==> src/rtl/dual_btn_debounce_if.sv <==
// Raw button inputs and debounced level/edge outputs for the two-channel debouncer.
interface dual_btn_debounce_if;
   logic a_raw;
   logic b_raw;
   logic a_out;
   logic b_out;
   logic a_rise;
   logic a_fall;
   logic b_rise;
   logic b_fall;

   modport master (
      output a_raw, b_raw,
      input  a_out, b_out, a_rise, a_fall, b_rise, b_fall
   );

   modport slave (
      input  a_raw, b_raw,
      output a_out, b_out, a_rise, a_fall, b_rise, b_fall
   );
endinterface

==> src/rtl/dual_btn_debounce.sv <==
// Two independent button channels: 2-flop synchronizer, stability-qualified level FSM,
// and one-cycle rise/fall pulses on accepted level changes.

// state  | meaning
// LOW    | accepted level 0, watching for a 1
// WAIT_H | saw 1, counting consecutive 1 samples before accepting
// HIGH   | accepted level 1, watching for a 0
// WAIT_L | saw 0, counting consecutive 0 samples before accepting
module dual_btn_debounce_chan #(
   parameter int CNT_W           = 20,
   parameter int DEBOUNCE_CYCLES = 500000
) (
   input  logic clk,
   input  logic rst,
   input  logic raw,
   output logic out,
   output logic rise,
   output logic fall
);
   localparam logic [1:0] S_LOW    = 2'd0;
   localparam logic [1:0] S_WAIT_H = 2'd1;
   localparam logic [1:0] S_HIGH   = 2'd2;
   localparam logic [1:0] S_WAIT_L = 2'd3;

   localparam logic [CNT_W-1:0] CNT_LAST = CNT_W'(DEBOUNCE_CYCLES - 1);

   logic             s1;
   logic             s2;
   logic [1:0]       state;
   logic [1:0]       next_state;
   logic [CNT_W-1:0] cnt;
   logic [CNT_W-1:0] next_cnt;

   always_comb begin
      next_state = state;
      next_cnt   = cnt;
      case (state)
         S_LOW: begin
            if (s2) begin
               next_state = S_WAIT_H;
               next_cnt   = '0;
            end
         end
         S_WAIT_H: begin
            if (!s2)                  next_state = S_LOW;
            else if (cnt == CNT_LAST) next_state = S_HIGH;
            else                      next_cnt   = cnt + CNT_W'(1);
         end
         S_HIGH: begin
            if (!s2) begin
               next_state = S_WAIT_L;
               next_cnt   = '0;
            end
         end
         default: begin
            if (s2)                   next_state = S_HIGH;
            else if (cnt == CNT_LAST) next_state = S_LOW;
            else                      next_cnt   = cnt + CNT_W'(1);
         end
      endcase
   end

   // Outputs are registered from next_state so they move on the same edge as the state.
   always_ff @(posedge clk or posedge rst) begin
      if (rst) begin
         s1    <= 1'b0;
         s2    <= 1'b0;
         state <= S_LOW;
         cnt   <= '0;
         out   <= 1'b0;
         rise  <= 1'b0;
         fall  <= 1'b0;
      end else begin
         s1    <= raw;
         s2    <= s1;
         state <= next_state;
         cnt   <= next_cnt;
         out   <= (next_state == S_HIGH) || (next_state == S_WAIT_L);
         rise  <= (state == S_WAIT_H) && (next_state == S_HIGH);
         fall  <= (state == S_WAIT_L) && (next_state == S_LOW);
      end
   end
endmodule

module dual_btn_debounce #(
   parameter int CNT_W           = 20,
   parameter int DEBOUNCE_CYCLES = 500000
) (
   input logic              clk,
   input logic              rst,
   dual_btn_debounce_if.slave bus
);
   dual_btn_debounce_chan #(.CNT_W(CNT_W), .DEBOUNCE_CYCLES(DEBOUNCE_CYCLES)) u_a (
      .clk  (clk),
      .rst  (rst),
      .raw  (bus.a_raw),
      .out  (bus.a_out),
      .rise (bus.a_rise),
      .fall (bus.a_fall)
   );

   dual_btn_debounce_chan #(.CNT_W(CNT_W), .DEBOUNCE_CYCLES(DEBOUNCE_CYCLES)) u_b (
      .clk  (clk),
      .rst  (rst),
      .raw  (bus.b_raw),
      .out  (bus.b_out),
      .rise (bus.b_rise),
      .fall (bus.b_fall)
   );
endmodule
==> src/flat_wrapper.sv <==
// flat-port wrapper written by rule: the top's interface ports become plain ports
module dual_btn_debounce_flat 
#(
   parameter int CNT_W           = 20,
   parameter int DEBOUNCE_CYCLES = 500000
)
  (clk, rst, bus_a_raw, bus_b_raw, bus_a_out, bus_b_out, bus_a_rise, bus_a_fall, bus_b_rise, bus_b_fall);
  dual_btn_debounce_if bus_i ();
  input logic clk;
  input logic rst;
  input wire logic [$bits(bus_i.a_raw)-1:0] bus_a_raw;
  input wire logic [$bits(bus_i.b_raw)-1:0] bus_b_raw;
  output wire logic [$bits(bus_i.a_out)-1:0] bus_a_out;
  output wire logic [$bits(bus_i.b_out)-1:0] bus_b_out;
  output wire logic [$bits(bus_i.a_rise)-1:0] bus_a_rise;
  output wire logic [$bits(bus_i.a_fall)-1:0] bus_a_fall;
  output wire logic [$bits(bus_i.b_rise)-1:0] bus_b_rise;
  output wire logic [$bits(bus_i.b_fall)-1:0] bus_b_fall;
  assign bus_i.a_raw = bus_a_raw;
  assign bus_i.b_raw = bus_b_raw;
  assign bus_a_out = bus_i.a_out;
  assign bus_b_out = bus_i.b_out;
  assign bus_a_rise = bus_i.a_rise;
  assign bus_a_fall = bus_i.a_fall;
  assign bus_b_rise = bus_i.b_rise;
  assign bus_b_fall = bus_i.b_fall;
  dual_btn_debounce #(.CNT_W(CNT_W), .DEBOUNCE_CYCLES(DEBOUNCE_CYCLES)) u_core (.clk(clk), .rst(rst), .bus(bus_i));
endmodule
==> config.mk <==
export PLATFORM = sky130hd
export DESIGN_NAME = dual_btn_debounce_flat
export DESIGN_NICKNAME = d
export VERILOG_FILES = /design/src/rtl/dual_btn_debounce_if.sv /design/src/rtl/dual_btn_debounce.sv /design/src/flat_wrapper.sv
export SDC_FILE = /design/constraint.sdc
export NUM_CORES = 1
export LEC_CHECK = 0
export CAP_MARGIN = 20
export CORE_MARGIN = 2
export CORE_UTILIZATION = 35
export CTS_CLUSTER_SIZE = 12
export DETAILED_ROUTE_END_ITERATION = 7
export GPL_TIMING_DRIVEN = 0
export SYNTH_ARGS = -nofsm -noshare
export SYNTH_HDL_FRONTEND = slang
export SYNTH_SLANG_ARGS = --single-unit
==> constraint.sdc <==
create_clock -name clk -period 1.9 [get_ports clk]
set_clock_uncertainty 0.1 [all_clocks]
set_input_delay 0.475 -clock clk [delete_from_list [all_inputs] [get_ports clk]]
set_output_delay 0.475 -clock clk [all_outputs]
set_load 0.01 [all_outputs]
==> insert_results.sql, run 1 <==
INSERT INTO impl_metrics (metric_group, metric, value, unit) VALUES
('setup_path', 'timing.setup.critical_path_class', 'register to register', ''),
('synth', 'syn_nets', '301', ''),
('synth', 'synthesis.area_per_instance', '9.547', 'µm²'),
('worst_hold_path', 'hold_class', 'register to register', ''),
('power', 'power.ir.vdd_worst', '0.2832', 'mV'),
('power', 'post-layout-total-power', '2221', 'µW'),
('grt', 'grt_antenna_before_repair', '0', ''),
('worst_hold_path', 'hold_depth', '0', ''),
('grt', 'grt_pass1_vias', '2515', ''),
('synth', 'synth_enable_flop_cells', '0', ''),
('grt', 'grt_first_pass_wirelength', '12.10', 'mm'),
('cts', 'htree_num_levels', '2', ''),
('die', 'ios', '10', ''),
('routing', 'drt.antenna.violating_nets', '0', ''),
('timing', 'final_min_period_over_clock_period', '1.079', ''),
('synth', 'syn-instance-count', '295', ''),
('cts', 'maximum_root_to_sink_buffer_count', '2', ''),
('die', 'placeable_core_region', '7767', 'µm²'),
('setup_path', 'critPathLaunchType', 'register', ''),
('final_layout', 'layout.cells.most_common', 'dfrtp_1', ''),
('routing', 'routed_wl', '7.274', 'mm'),
('routing', 'firstDrtPassIters', '4', ''),
('timing', 'rsz0062_at_grt', 'true', ''),
('final_layout', 'diodes', '0', ''),
('synth', 'synth.cell_area', '2816', 'µm²'),
('timing', 'achievable-frequency', '487.6', 'MHz'),
('cts', 'clock_tree.root_cell', 'clkbuf_8', ''),
('die', 'start_util', '0.3626', ''),
('timing', 'worst_pin_slew', '0.8507', 'ns'),
('setup_path', 'r2r_cells', '8', ''),
('synth', 'ys_warn_count', '0', ''),
('routing', 'via_count', '2500', ''),
('cts', 'cts.hold.buffers_added', '0', ''),
('synth', 'yosysTopAreaCellShare', '0.4798', ''),
('grt', 'grt_overflow', '0', ''),
('timing', 'timing.slew.headroom', '0.4288', ''),
('grt', 'grt_start_max_net_pins', '39', ''),
('routing', 'vias_per_cell', '5.656', ''),
('synth', 'synth_top_area_cell', 'dfrtp_1', ''),
('die', 'fp.dieH', '93.71', 'µm'),
('synth', 'synth_seq_area_share', '0.4798', ''),
('placement', 'port_buffers', '9', ''),
('routing', 'routedWlPerCell', '16.46', 'µm'),
('final_layout', 'net_count_reported_at_finish', '345', ''),
('setup_path', 'worst-endpoint-required', '2.00', 'ns'),
('setup_path', 'cp-end-kind', 'register', ''),
('timing', 'report.final.slew_viol_count', '0', ''),
('final_layout', 'most-common-layout-cells', 'dfrtp_1 (46), nand2_1 (37), buf_4 (24), o21ai_0 (19)', ''),
('power', 'power_per_cell_area', '592.2', 'nW/µm²'),
('routing', 'route.detailed.drc', '0', ''),
('synth', 'ffs_latches_synth', '54', ''),
('setup_path', 'critPathArrivalTime', '2.15', 'ns'),
('placement', 'pre_cts_ws', '-0.3158', 'ns'),
('setup_path', 'crit_fanout', '5', ''),
('placement', 'place.detailed.hpwl', '4.347', 'mm'),
('synth', 'synth_async_sr_flop_share', '1.000', ''),
('job', 'timing.max_cap.violations', '0', ''),
('status', 'failed_checks', 'setup timing', ''),
('synth', 'ys_top_cells_by_area', 'dfrtp_1 (48%), o31ai_1 (5.9%), nand2_1 (5.1%)', ''),
('synth', 'synth_top_flop_cell', 'dfrtp_1', ''),
('cts', 'numCtsBuffers', '5', ''),
('timing', 'period_minus_slack', '2.051', 'ns'),
('status', 'run_status', 'complete, but fails checks', ''),
('cts', 'tritoncts', 'built', ''),
('final_layout', 'post_route_cells_drive_above_1_share', '0.3088', ''),
('die', 'die_area', '8781', 'µm²'),
('placement', 'finalWeightedCongestion', '0.8488', ''),
('cts', 'clk_latency', '0.32', 'ns'),
('cts', 'cts.sink_count', '54', ''),
('routing', 'drt_iter0_drc', '70', ''),
('grt', 'grt.total_usage', '0.1748', ''),
('timing', 'postLayoutSetupSlackWorst', '-0.1510', 'ns'),
('timing', 'timing_hold_violations_final', '0', ''),
('timing', 'finalSetupViolations', '23', ''),
('die', 'fp.dieW', '93.71', 'µm'),
('power', 'power.leakage', '0.001523', 'µW'),
('cts', 'clkSlewWorstSetupHoldPaths', '0.09', 'ns'),
('die', 'core.rowCount', '32', ''),
('synth', 'ys_types', '51', ''),
('final_layout', 'syn2layout_area_growth', '33.19', '%');
per-layer routing:
layer / global-route usage / vias up / part of all wire
met2: 0.3060 / 43 / 0.51
li1: - / 1199 / -
met1: 0.2080 / 1244 / 0.44
met4: 0.08333 / 0 / 0.024
met5: 0 / - / 0
met3: 0.02889 / 14 / 0.025
cells by family (layout without fill, tap and decap cells):
| group | count (synthesis) | in the layout | share of synthesized area |
|---|---|---|---|
| mux | 5 | 5 | 0.01955 |
| fa+ha+maj | 2 | 2 | 0.008884 |
| xor+xnor | 3 | 3 | 0.009331 |
| buf+inv | 18 | 63 | 0.03110 |
| simple gates | 126 | 126 | 0.2492 |
| flops | 54 | 54 | 0.4798 |
| compound gates | 87 | 87 | 0.2021 |
metrics by stage:
stage	hold WS (ns)	area, µm²	TNS (ns)	util	cells
after floorplan	0.2312	2820	0	-	295
after global placement	0.2343	3038	-63.38	0.3911	406
after detailed placement	0.2511	3058	-6.056	0.3937	407
after CTS	0.2742	3532	-1.833	0.4547	433
after global routing	0.2953	3751	-4.227	0.4829	442
final	0.2630	3751	-2.141	0.4829	442
report_power, final:
part	switching (µW)	internal, µW	total, µW
Clock	396	389	785
Sequential	37.7	1180	1210
Combinational	119	104	223
Total	553	1670	2220
synth_stat cells, types with 5 or more instances:
master,count
nand4_1,13
a21o_1,5
nand3_1,15
dfrtp_1,54
o31ai_1,22
nor3_1,7
nand2_1,38
o21ai_0,24
a31oi_1,7
nor2_1,9
and3_1,8
clkbuf_1,7
o21ai_1,5
nor3b_1,5
and2_1,7
a21oi_1,10
flip-flops by register name, summed over array words and instances, names as in the netlist:
signal,cells
u_core.u_a.fall,1
u_core.u_b.s1,1
u_core.u_a.out,1
u_core.u_b.state,2
u_core.u_b.fall,1
u_core.u_a.cnt,20
u_core.u_a.state,2
u_core.u_b.s2,1
u_core.u_b.out,1
u_core.u_b.rise,1
u_core.u_a.s1,1
u_core.u_b.cnt,20
u_core.u_a.s2,1
u_core.u_a.rise,1
worst max-delay path, stage by stage (launching register included):
cell	delay (ns)
dfrtp_1	0.42
or4b_4	0.55
nor4_4	0.26
a21o_4	0.18
inv_4	0.05
nand2_8	0.08
buf_12	0.11
buf_8	0.11
o31ai_1	0.08
final cells by class:
cell class | instances | area, µm²
Fill cell | 710 | 4016
Multi-Input combinational cell | 223 | 1659
Sequential cell | 54 | 1361
Timing Repair Buffer | 39 | 390.4
Tap cell | 102 | 127.6
Buffer | 10 | 78.83
Clock buffer | 5 | 68.82
Clock inverter | 3 | 40.04
Inverter | 6 | 25.02
what timing repair did:
item,CTS,global route
setup endpoints to repair,44,46
gates resized for setup,41,33
buffers inserted,17,10
pin swaps,11,10
cloned,2,1
path summary, 6_finish.rpt:
check                                   from                 end  slack (ns)
hold reg to reg                u_core.u_b.s1       u_core.u_b.s2        0.26
min in group asynchronous                rst  u_core.u_a.cnt[11]        0.35
setup reg to reg           u_core.u_b.cnt[5]  u_core.u_b.cnt[13]       -0.15
hold / removal                 u_core.u_b.s1       u_core.u_b.s2        0.26
setup / recovery           u_core.u_b.cnt[5]  u_core.u_b.cnt[13]       -0.15
max in group asynchronous                rst   u_core.u_b.cnt[0]        0.80
Note: power is estimated with default switching activity, not from simulation.
==> run 2: changes to the inputs <==
--- a/config.mk
+++ b/config.mk
@@ -11,6 +11,7 @@
 export CTS_CLUSTER_SIZE = 12
 export DETAILED_ROUTE_END_ITERATION = 7
 export GPL_TIMING_DRIVEN = 0
+export REMOVE_ABC_BUFFERS = 1
 export SYNTH_ARGS = -nofsm -noshare
 export SYNTH_HDL_FRONTEND = slang
 export SYNTH_SLANG_ARGS = --single-unit
==> run 2 against run 1 <==
  * Sequential share of layout area increased by 1.3 points
  * Largest power group unchanged
  * Count of clock-buffer cells in the layout increased by 1
  * Fmax increased by 3.3%
  * Final area decreased by 3.0%
  * The run still ends with setup timing left
  * Clock power increased by 2%
  * Sequential cell count unchanged
  * Core utilization decreased by 1.5 points
  * First-iteration DRC count increased by 31%
  * Final cell count decreased by 2.0%
  * Via count increased by 0.64%
==> insert_results.sql, run 2 (synthesis results as in run 1) <==
INSERT INTO impl_metrics (metric_group, metric, value, unit) VALUES
('routing', 'routed_wl', '7.078', 'mm'),
('setup_path', 'crit_fanout', '8', ''),
('power', 'power.internal', '1673', 'µW'),
('timing', 'timing_hold_violations_final', '0', ''),
('cts', 'clock_tree.root_cell', 'clkbuf_8', ''),
('routing', 'vias_per_cell', '5.811', ''),
('timing', 'final_min_period_over_clock_period', '1.045', ''),
('setup_path', 'cpPeakStageDelay', '0.57', 'ns'),
('grt', 'grt_start_max_net_pins', '37', ''),
('final_layout', 'layout.cells.most_common', 'dfrtp_1', ''),
('power', 'power.share.sequential', '0.549', ''),
('power', 'share_comb_of_total_power', '0.087', ''),
('worst_hold_path', 'hold_class', 'register to register', ''),
('routing', 'firstDrtPassIters', '4', ''),
('routing', 'uppermost_layer_routed', 'met4', ''),
('cts', 'htree_num_levels', '2', ''),
('status', 'failed_checks', 'setup timing', ''),
('die', 'fp.dieH', '93.71', 'µm'),
('job', 'timing.max_cap.violations', '0', ''),
('die', 'placeable_core_region', '7767', 'µm²'),
('die', 'start_util', '0.3626', ''),
('timing', 'achievable-frequency', '503.9', 'MHz'),
('placement', 'pre_cts_ws', '-1.123', 'ns'),
('setup_path', 'timing.setup.critical_path_class', 'register to register', ''),
('power', 'power.leakage', '0.001462', 'µW'),
('die', 'ios', '10', ''),
('power', 'sw_pwr', '529.0', 'µW'),
('timing', 'rsz0062_at_grt', 'true', ''),
('cts', 'clkSlewWorstSetupHoldPaths', '0.10', 'ns'),
('timing', 'fin_setup_tns', '-1.221', 'ns'),
('power', 'power_per_cell_area', '605.5', 'nW/µm²'),
('grt', 'grt_first_pass_wirelength', '11.47', 'mm'),
('placement', 'finalWeightedCongestion', '0.8282', ''),
('timing', 'finalSetupViolations', '25', ''),
('routing', 'via_count', '2516', ''),
('power', 'power_frac_clock', '0.364', ''),
('final_layout', 'largest_registers', 'u_core.u_a.cnt x20, u_core.u_b.cnt x20', ''),
('timing', 'timing.slew.headroom', '0.3959', ''),
('timing', 'postLayoutSetupSlackWorst', '-0.08461', 'ns'),
('grt', 'grt_overflow', '0', ''),
('power', 'power.ir.vdd_worst', '0.3318', 'mV'),
('cts', 'tritoncts', 'built', ''),
('timing', 'worst_pin_slew', '0.8996', 'ns'),
('routing', 'routed-wl-met3', '285', 'µm'),
('worst_hold_path', 'hold_path_end', 'u_core.u_a.s2', ''),
('grt', 'grt_pass1_vias', '2326', ''),
('setup_path', 'worstReg2RegEnd', 'u_core.u_b.cnt[14]', ''),
('setup_path', 'critical_path.reg2reg.startpoint', 'u_core.u_b.cnt[14]', ''),
('cts', 'cts.sink_count', '54', ''),
('grt', 'grt_antenna_before_repair', '0', ''),
('placement', 'place.detailed.hpwl', '4.067', 'mm'),
('final_layout', 'final_cells', '433', ''),
('worst_hold_path', 'hold_depth', '0', ''),
('placement', 'place.detailed.instances', '395', ''),
('routing', 'drt.antenna.violating_nets', '0', ''),
('final_layout', 'most-common-layout-cells', 'dfrtp_1 (45), nand2_1 (38), buf_4 (25), o21ai_0 (14)', ''),
('grt', 'grt.total_usage', '0.1634', ''),
('die', 'die_area', '8781', 'µm²'),
('routing', 'total_met2_wirelength_after_detailed_routing', '3.578', 'mm'),
('timing', 'report.final.slew_viol_count', '0', ''),
('power', 'share_of_total_power_consumed_by_net_switching', '0.2402', ''),
('final_layout', 'postLayoutCoreUtil', '0.4683', ''),
('setup_path', 'worst-endpoint-required', '1.99', 'ns'),
('timing', 'period_minus_slack', '1.985', 'ns'),
('final_layout', 'diodes', '0', ''),
('setup_path', 'critPathArrivalTime', '2.07', 'ns'),
('setup_path', 'r2r_cells', '6', ''),
('routing', 'routedLengthMet1', '3.105', 'mm'),
('routing', 'routedWlPerCell', '16.35', 'µm'),
('die', 'core.rowCount', '32', ''),
('worst_hold_path', 'hp-start', 'u_core.u_a.s1', ''),
('placement', 'placed_cell_area', '2992', 'µm²'),
('final_layout', 'post_route_cells_drive_above_1_share', '0.2931', ''),
('status', 'run_status', 'complete, but fails checks', ''),
('final_layout', 'net_count_reported_at_finish', '337', ''),
('setup_path', 'critPathLaunchType', 'register', ''),
('setup_path', 'setup.reg_to_reg.worst_slack', '-0.08', 'ns'),
('final_layout', 'post-route-cell-area', '3637', 'µm²'),
('setup_path', 'worstPathCellList', 'or4b_4 > nor4_4 > a21o_4 > inv_8 > nand2_8 > o31ai_1', ''),
('final_layout', 'syn2layout_area_growth', '29.14', '%'),
('routing', 'route.detailed.drc', '0', ''),
('setup_path', 'cp-end-kind', 'register', ''),
('cts', 'numCtsBuffers', '5', ''),
('cts', 'clk_latency', '0.31', 'ns'),
('cts', 'maximum_root_to_sink_buffer_count', '2', ''),
('routing', 'drt_iter0_drc', '92', ''),
('setup_path', 'cp_slowest_cell', 'or4b_4', ''),
('placement', 'port_buffers', '9', ''),
('die', 'fp.dieW', '93.71', 'µm');
==> run 2: area by class of cell <==
class	count	area, µm²
multi-input combinational	225	1645
sequential	54	1368
clock inverter	1	30.03
tap	102	127.6
timing repair buffer	39	351.6
fill	747	4130
inverter	6	32.53
clock buffer	6	82.58
==> run 2: how the worst max path moves through the flow <==
stage                   startpoint            endpoint  slack (ns)  depth (start not counted)
6_report        u_core.u_b.cnt[14]  u_core.u_b.cnt[14]       -0.08                          6
5_1_grt          u_core.u_b.cnt[4]  u_core.u_b.cnt[15]       -0.15                          5
4_1_cts         u_core.u_b.cnt[10]  u_core.u_b.cnt[15]       -0.04                          6
3_5_place_dp   u_core.u_a.state[0]  u_core.u_a.cnt[13]       -1.12                          6
3_3_place_gp   u_core.u_a.state[0]  u_core.u_a.cnt[13]       -1.04                          6
2_1_floorplan  u_core.u_a.state[0]  u_core.u_a.cnt[13]       -0.37                          6
==> run 2: power groups by stage <==
stage          Sequential (µW)  Clock [µW]  Combinational (µW)
2_1_floorplan             1230           0                88.9
3_3_place_gp              1240           0                 120
3_5_place_dp              1240           0                 128
4_1_cts                   1210         832                 183
5_1_grt                   1210         863                 217
6_report                  1210         801                 193
==> run 2: per-stage QoR <==
step	hold slack (ns)	total power, µW
after floorplan	0.2312	1315
after global placement	0.2328	1356
after detailed placement	0.2409	1365
after CTS	0.2646	2222
after global routing	0.2660	2294
final	0.2610	2202
==> run 2: repair_timing <==
item / 4_1_cts / 5_1_grt
hold buffers: 0 / 0
gates cloned: 1 / 1
gates resized for setup: 48 / 24
pin swaps: 16 / 9
setup buffers: 22 / 7
endpoints found under the setup margin: 47 / 43
==> run 2: critical path, delay by kind of cell, from the launching register on <==
| kind | cells | cell delay (ns) |
|---|---|---|
| AO/OA/AOI/OAI | 2 | 0.32 |
| buffers and inverters | 1 | 0.06 |
| AND/OR/NAND/NOR | 3 | 0.95 |
| flip-flops | 1 | 0.43 |
==> run 2: per-layer routing <==
| layer | up-vias | track usage |
|---|---|---|
| li1 | 1181 | - |
| met1 | 1261 | 0.2198 |
| met2 | 61 | 0.2690 |
| met3 | 13 | 0.02970 |
| met4 | 0 | 0.04831 |
| met5 | - | 0 |
==> run 3: changes to the inputs <==
--- a/config.mk
+++ b/config.mk
@@ -5,8 +5,7 @@
 export SDC_FILE = /design/constraint.sdc
 export NUM_CORES = 1
 export LEC_CHECK = 0
-export CAP_MARGIN = 20
-export CORE_MARGIN = 2
+export CORE_MARGIN = 3
 export CORE_UTILIZATION = 35
 export CTS_CLUSTER_SIZE = 12
 export DETAILED_ROUTE_END_ITERATION = 7
==> run 3 against run 2 <==
  * The flow still finishes with violations (setup timing)
  * Sequential share of layout area grew 0.14 points
  * Final area shrank 0.38%
  * Wire length shrank 1.3%
  * Register-to-register slack gained 0.06 ns
  * Critical path type unchanged
  * Critical endpoint is now u_core.u_b.cnt[7]
  * Largest cell class unchanged
  * Largest power group unchanged
==> insert_results.sql, run 3 (synthesis results as in run 1) <==
INSERT INTO impl_metrics (metric_group, metric, value, unit) VALUES
('status', 'run_status', 'complete, but fails checks', ''),
('status', 'failed_checks', 'setup timing', ''),
('die', 'core.rowCount', '32', ''),
('final_layout', 'nFillCells', '741', ''),
('final_layout', 'post-route-cell-area', '3623', 'µm²'),
('cts', 'cts.hold.buffers_added', '0', ''),
('die', 'ios', '10', ''),
('cts', 'tritoncts', 'built', ''),
('setup_path', 'setup.reg_to_reg.worst_slack', '-0.03', 'ns'),
('cts', 'numCtsBuffers', '5', ''),
('timing', 'worst_pin_slew', '0.8541', 'ns'),
('power', 'share_comb_of_total_power', '0.091', ''),
('setup_path', 'critPathLaunchType', 'register', ''),
('power', 'power_per_cell_area', '616.6', 'nW/µm²'),
('setup_path', 'critical_path.reg2reg.startpoint', 'u_core.u_b.cnt[6]', ''),
('grt', 'grt_antenna_before_repair', '0', ''),
('routing', 'vias_per_cell', '5.775', ''),
('grt', 'grt_start_max_net_pins', '44', ''),
('setup_path', 'worst-endpoint-required', '1.99', 'ns'),
('final_layout', 'most-common-layout-cells', 'dfrtp_1 (45), nand2_1 (37), buf_4 (24), o31ai_1 (21)', ''),
('grt', 'grt_first_pass_wirelength', '11.67', 'mm'),
('timing', 'final_min_period_over_clock_period', '1.014', ''),
('timing', 'report.final.slew_viol_count', '0', ''),
('cts', 'htree_num_levels', '2', ''),
('timing', 'achievable-frequency', '519.1', 'MHz'),
('cts', 'clk_latency', '0.31', 'ns'),
('placement', 'placed_cell_area', '2992', 'µm²'),
('setup_path', 'crit_fanout', '8', ''),
('final_layout', 'diodes', '0', ''),
('worst_hold_path', 'hold_class', 'register to register', ''),
('worst_hold_path', 'hp-start', 'u_core.u_b.s1', ''),
('routing', 'firstDrtPassIters', '4', ''),
('cts', 'cts.sink_count', '54', ''),
('cts', 'clkSlewWorstSetupHoldPaths', '0.10', 'ns'),
('setup_path', 'r2r_cells', '6', ''),
('die', 'fp.dieW', '95.71', 'µm'),
('timing', 'timing_hold_violations_final', '0', ''),
('final_layout', 'final_cells', '432', ''),
('power', 'power.share.sequential', '0.545', ''),
('placement', 'place.detailed.instances', '395', ''),
('setup_path', 'worstPathCellList', 'or4b_4 > nor4_4 > a21o_4 > inv_6 > nand2_8 > o31ai_1', ''),
('placement', 'finalWeightedCongestion', '0.8258', ''),
('timing', 'postLayoutSetupSlackWorst', '-0.02649', 'ns'),
('die', 'start_util', '0.3626', ''),
('setup_path', 'cp-end-kind', 'register', ''),
('routing', 'routed_wl', '6.986', 'mm'),
('routing', 'drt_iter0_drc', '105', ''),
('power', 'power.ir.vdd_worst', '0.3335', 'mV'),
('placement', 'port_buffers', '9', ''),
('routing', 'routedWlPerCell', '16.17', 'µm'),
('timing', 'hold-worst-slack', '0.2558', 'ns'),
('die', 'fp.dieH', '95.71', 'µm'),
('power', 'power_frac_clock', '0.364', ''),
('timing', 'rsz0062_at_grt', 'true', ''),
('timing', 'finalSetupViolations', '17', ''),
('die', 'die_area', '9159', 'µm²'),
('worst_hold_path', 'hold_path_end', 'u_core.u_b.s2', ''),
('cts', 'clock_tree.root_cell', 'clkbuf_8', ''),
('final_layout', 'layout.cells.most_common', 'dfrtp_1', ''),
('setup_path', 'timing.setup.critical_path_class', 'register to register', ''),
('die', 'placeable_core_region', '7767', 'µm²'),
('power', 'share_of_total_power_consumed_by_net_switching', '0.2548', ''),
('power', 'power.leakage', '0.001452', 'µW'),
('timing', 'timing.slew.headroom', '0.4265', ''),
('setup_path', 'cpPeakStageDelay', '0.57', 'ns'),
('setup_path', 'critPathArrivalTime', '2.01', 'ns'),
('job', 'timing.max_cap.violations', '0', ''),
('grt', 'grt_pass1_vias', '2432', ''),
('power', 'power.internal', '1665', 'µW'),
('placement', 'place.detailed.hpwl', '4.049', 'mm'),
('grt', 'grt_overflow', '0', ''),
('cts', 'maximum_root_to_sink_buffer_count', '2', ''),
('final_layout', 'postLayoutCoreUtil', '0.4665', ''),
('setup_path', 'cp_slowest_cell', 'or4b_4', ''),
('setup_path', 'worstReg2RegEnd', 'u_core.u_b.cnt[7]', ''),
('routing', 'drt.antenna.violating_nets', '0', ''),
('worst_hold_path', 'hold_depth', '0', ''),
('timing', 'period_minus_slack', '1.926', 'ns'),
('grt', 'grt.total_usage', '0.1604', ''),
('timing', 'fin_setup_tns', '-0.2493', 'ns'),
('final_layout', 'syn2layout_area_growth', '28.65', '%'),
('final_layout', 'largest_registers', 'u_core.u_a.cnt x20, u_core.u_b.cnt x20', ''),
('routing', 'route.detailed.drc', '0', ''),
('final_layout', 'net_count_reported_at_finish', '335', ''),
('power', 'sw_pwr', '569.2', 'µW'),
('routing', 'via_count', '2495', ''),
('final_layout', 'post_route_cells_drive_above_1_share', '0.2879', '');
==> run 3: worst max path at each step <==
stage	start	to	slack, ns	cells after the start
after CTS	u_core.u_b.cnt[6]	u_core.u_b.out	-0.003	4
after global routing	u_core.u_b.cnt[6]	u_core.u_b.cnt[4]	-0.11	6
after detailed placement	u_core.u_a.state[0]	u_core.u_a.cnt[13]	-1.14	6
final	u_core.u_b.cnt[6]	u_core.u_b.cnt[7]	-0.03	6
after global placement	u_core.u_a.state[0]	u_core.u_a.cnt[13]	-1.12	6
after floorplan	u_core.u_a.state[0]	u_core.u_a.cnt[13]	-0.37	6
==> run 3: stage by stage <==
| step | setup slack (ns) | total power (µW) |
|---|---|---|
| floorplan | -0.3678 | 1315 |
| global placement | -1.122 | 1356 |
| detailed placement | -1.143 | 1365 |
| CTS | -0.002820 | 2225 |
| global route | -0.1109 | 2342 |
| finish | -0.02649 | 2234 |
==> run 3: routing by layer <==
layer / vias to the layer above / track usage / part of all wire
met1: 1233 / 0.2062 / 0.44
met3: 12 / 0.02580 / 0.051
li1: 1182 / - / -
met4: 0 / 0.06161 / 0.017
met2: 68 / 0.2704 / 0.49
met5: - / 0 / 0
==> run 3: timing repair <==
action,CTS,global route
pin swaps,5,10
cloned,1,0
gates resized for setup,27,48
setup buffers,18,10
setup endpoints to repair,45,43
==> run 3: power groups by stage <==
| stage | registers (µW) | clock network, µW | logic [µW] |
|---|---|---|---|
| final | 1220 | 813 | 203 |
| after global routing | 1220 | 890 | 227 |
| after CTS | 1210 | 847 | 167 |
| after detailed placement | 1240 | 0 | 129 |
| after global placement | 1230 | 0 | 121 |
| after floorplan | 1230 | 0 | 88.9 |
==> run 3: cell type report <==
cell class | count | area, µm² | share of cell area
timing repair buffer | 38 | 347.8 | 0.09599
tap | 102 | 127.6 | 0.03522
inverter | 6 | 27.53 | 0.007597
clock buffer | 5 | 68.82 | 0.01899
multi-input combinational | 224 | 1637 | 0.4517
clock inverter | 3 | 47.55 | 0.01312
sequential | 54 | 1368 | 0.3774
==> run 3: critical path: cells and delay by family, from the launching register on <==
family,cells,cell delay [ns]
AND/OR/NAND/NOR,3,0.92
flip-flops,1,0.41
AO/OA/AOI/OAI,2,0.30
buffers and inverters,1,0.07
==> variant, RTL diff (config.mk and constraints of run 1) <==
`CNT_W` is set to 20 in 3 places; all go to 40.
--- a/src/rtl/dual_btn_debounce.sv
+++ b/src/rtl/dual_btn_debounce.sv
@@ -7,7 +7,7 @@
 // HIGH   | accepted level 1, watching for a 0
 // WAIT_L | saw 0, counting consecutive 0 samples before accepting
 module dual_btn_debounce_chan #(
-   parameter int CNT_W           = 20,
+   parameter int CNT_W           = 40,
    parameter int DEBOUNCE_CYCLES = 500000
 ) (
    input  logic clk,
@@ -83,7 +83,7 @@
 endmodule
 
 module dual_btn_debounce #(
-   parameter int CNT_W           = 20,
+   parameter int CNT_W           = 40,
    parameter int DEBOUNCE_CYCLES = 500000
 ) (
    input logic              clk,
--- a/src/flat_wrapper.sv
+++ b/src/flat_wrapper.sv
@@ -1,7 +1,7 @@
 // flat-port wrapper written by rule: the top's interface ports become plain ports
 module dual_btn_debounce_flat 
 #(
-   parameter int CNT_W           = 20,
+   parameter int CNT_W           = 40,
    parameter int DEBOUNCE_CYCLES = 500000
 )
   (clk, rst, bus_a_raw, bus_b_raw, bus_a_out, bus_b_out, bus_a_rise, bus_a_fall, bus_b_rise, bus_b_fall);
Check against the original RTL: no difference found for any inputs over 10 cycles, from zero or initial values and one cycle with rst high; that may be too few to reach the edited logic, so the function may still have changed.
==> variant against run 1 <==
  * The run still ends with setup timing left
  * Total power rose by 98%
  * First-iteration DRC count rose to 5.0 times the old value
  * Routed wire length rose by 140%
  * Cell area rose by 100%
  * Area after synthesis rose by 88%
  * Final cell count rose by 100%
  * Setup slack got worse by 300 ps
  * Count of clock-buffer cells in the layout rose by 8
  * Sequential cell count rose by 40
==> variant: results (changes against run 1) <==
stage,metric,value,unit,change
status,violations,setup timing,,
final_layout,top_regs,"u_core.u_a.cnt: 40 flops, u_core.u_b.cnt: 40 flops",,
global_routing,grt_max_degree,38,,-2.6%
clocking,cts_root_buf,clkbuf_16,,
status,status,"finished, violations left",,
place,place_ws,-758,ps,-442 ps
final_layout,drive_gt1_share,37.1,%,+6.2 points
global_routing,met3_usage,4.90,%,+2.0 points
detailed_routing,drt-pass1-iter-count,5,,+1
synthesis,yosys-top-cells-area,"dfrtp_1 44%, nand4_1 4.8%, nand3_1 4.8%",,
sta,setup_viol,87,,+280%
clocking,clk_latency,350,ps,+30 ps
place,hpwlAfterDp,10300,um,+140%
worst_setup_path,cp_max_fo,6,,+1
worst_setup_path,crit_arrival,2530,ps,+380 ps
sta,fin_ws,-447,ps,-296 ps
final_layout,fin_nets,709,,+110%
synthesis,synth.top_cells.by_count,"94 x dfrtp_1, 54 x nand2_1, 51 x nand3_1",,
power_and_ir_drop,switching_power,1130,uW,+100%
detailed_routing,vias,5470,,+120%
global_routing,grt_use_met1,25.8,%,+5.0 points
global_routing,met2_usage,35.7,%,+5.1 points
worst_setup_path,crit-reg2reg-launch,u_core.u_a.cnt[28],,
global_routing,grt_pass1_vias,5392,,+110%
global_routing,grt_pass1_wl,27500,um,+130%
clocking,clk_pin_slew,70,ps,-20 ps
place,place_area,5780,um2,+89%
power_and_ir_drop,p_leak,0.00316,uW,+110%
place,gp_congestion,0.881,,+3.8%
sta,tns,-26960,ps,"-24,820 ps"
power_and_ir_drop,ir_worst_vdd,0.000546,V,+93%
## variant: cell count changes after synthesis, sizes merged, moves of 15 or more
cell	delta
dfrtp	+40
nand3	+36
nor2	+31
o21ai	+31
nand4	+29
a31oi	+21
a21oi	+15
nand2	+15
## variant: cells by family after synthesis
group,Yosys count,share of synthesized area [%]
AOI/OAI and AO/OA,163,19.3
xor gates and xnor gates,7,1.16
adders and majority gates,2,0.472
buffers and inverters,45,3.77
DFF,94,44.3
muxes,5,0.990
and+or+nand+nor,283,30.0
## variant: path summary, 6_finish.rpt
kind	end	slack (ps)
min in group asynchronous	u_core.u_a.s1	470
max reg2reg	u_core.u_a.cnt[4]	-450
min reg2reg	u_core.u_b.s2	240
max in group asynchronous	u_core.u_a.cnt[11]	370
min	u_core.u_b.s2	240
max	u_core.u_a.cnt[4]	-450
## variant: layout make-up
cell class / count / area (um2)
Clock inverter: 2 / 15.0
Buffer: 24 / 248
Timing Repair Buffer: 95 / 902
Sequential cell: 94 / 2370
Multi-Input combinational cell: 460 / 3510
Tap cell: 188 / 235
Inverter: 19 / 80.1
Clock buffer: 13 / 280
Fill cell: 1327 / 7390
## variant: timing repair
| action | 4_1_cts | 5_1_grt |
|---|---|---|
| setup buffers | 52 | 27 |
| resized for setup | 102 | 113 |
| endpoints found under the setup margin | 89 | 90 |
| cloned | 5 | 1 |
| pin swaps | 49 | 39 |
## variant: power by group through the flow
| stage | Clock (uW) | Combinational (uW) | Sequential [uW] |
|---|---|---|---|
| global route | 1930 | 525 | 2090 |
| detailed placement | 0 | 306 | 2120 |
| finish | 1820 | 485 | 2090 |
| floorplan | 0 | 203 | 2100 |
| CTS | 1850 | 423 | 2090 |
| global placement | 0 | 288 | 2110 |
## variant: per-layer routing
metal / up-vias / wire length, um
met4: 0 / 615
met5: - / 0
met1: 2695 / 7020
met2: 212 / 8780
met3: 52 / 936
li1: 2511 / -
## variant: metrics by stage
stage	total power [uW]	utilization, %
6_report	4400	50.8
5_1_grt	4540	50.8
4_1_cts	4370	46.7
3_5_place_dp	2420	38.5
3_3_place_gp	2400	38.2
2_1_floorplan	2310	-
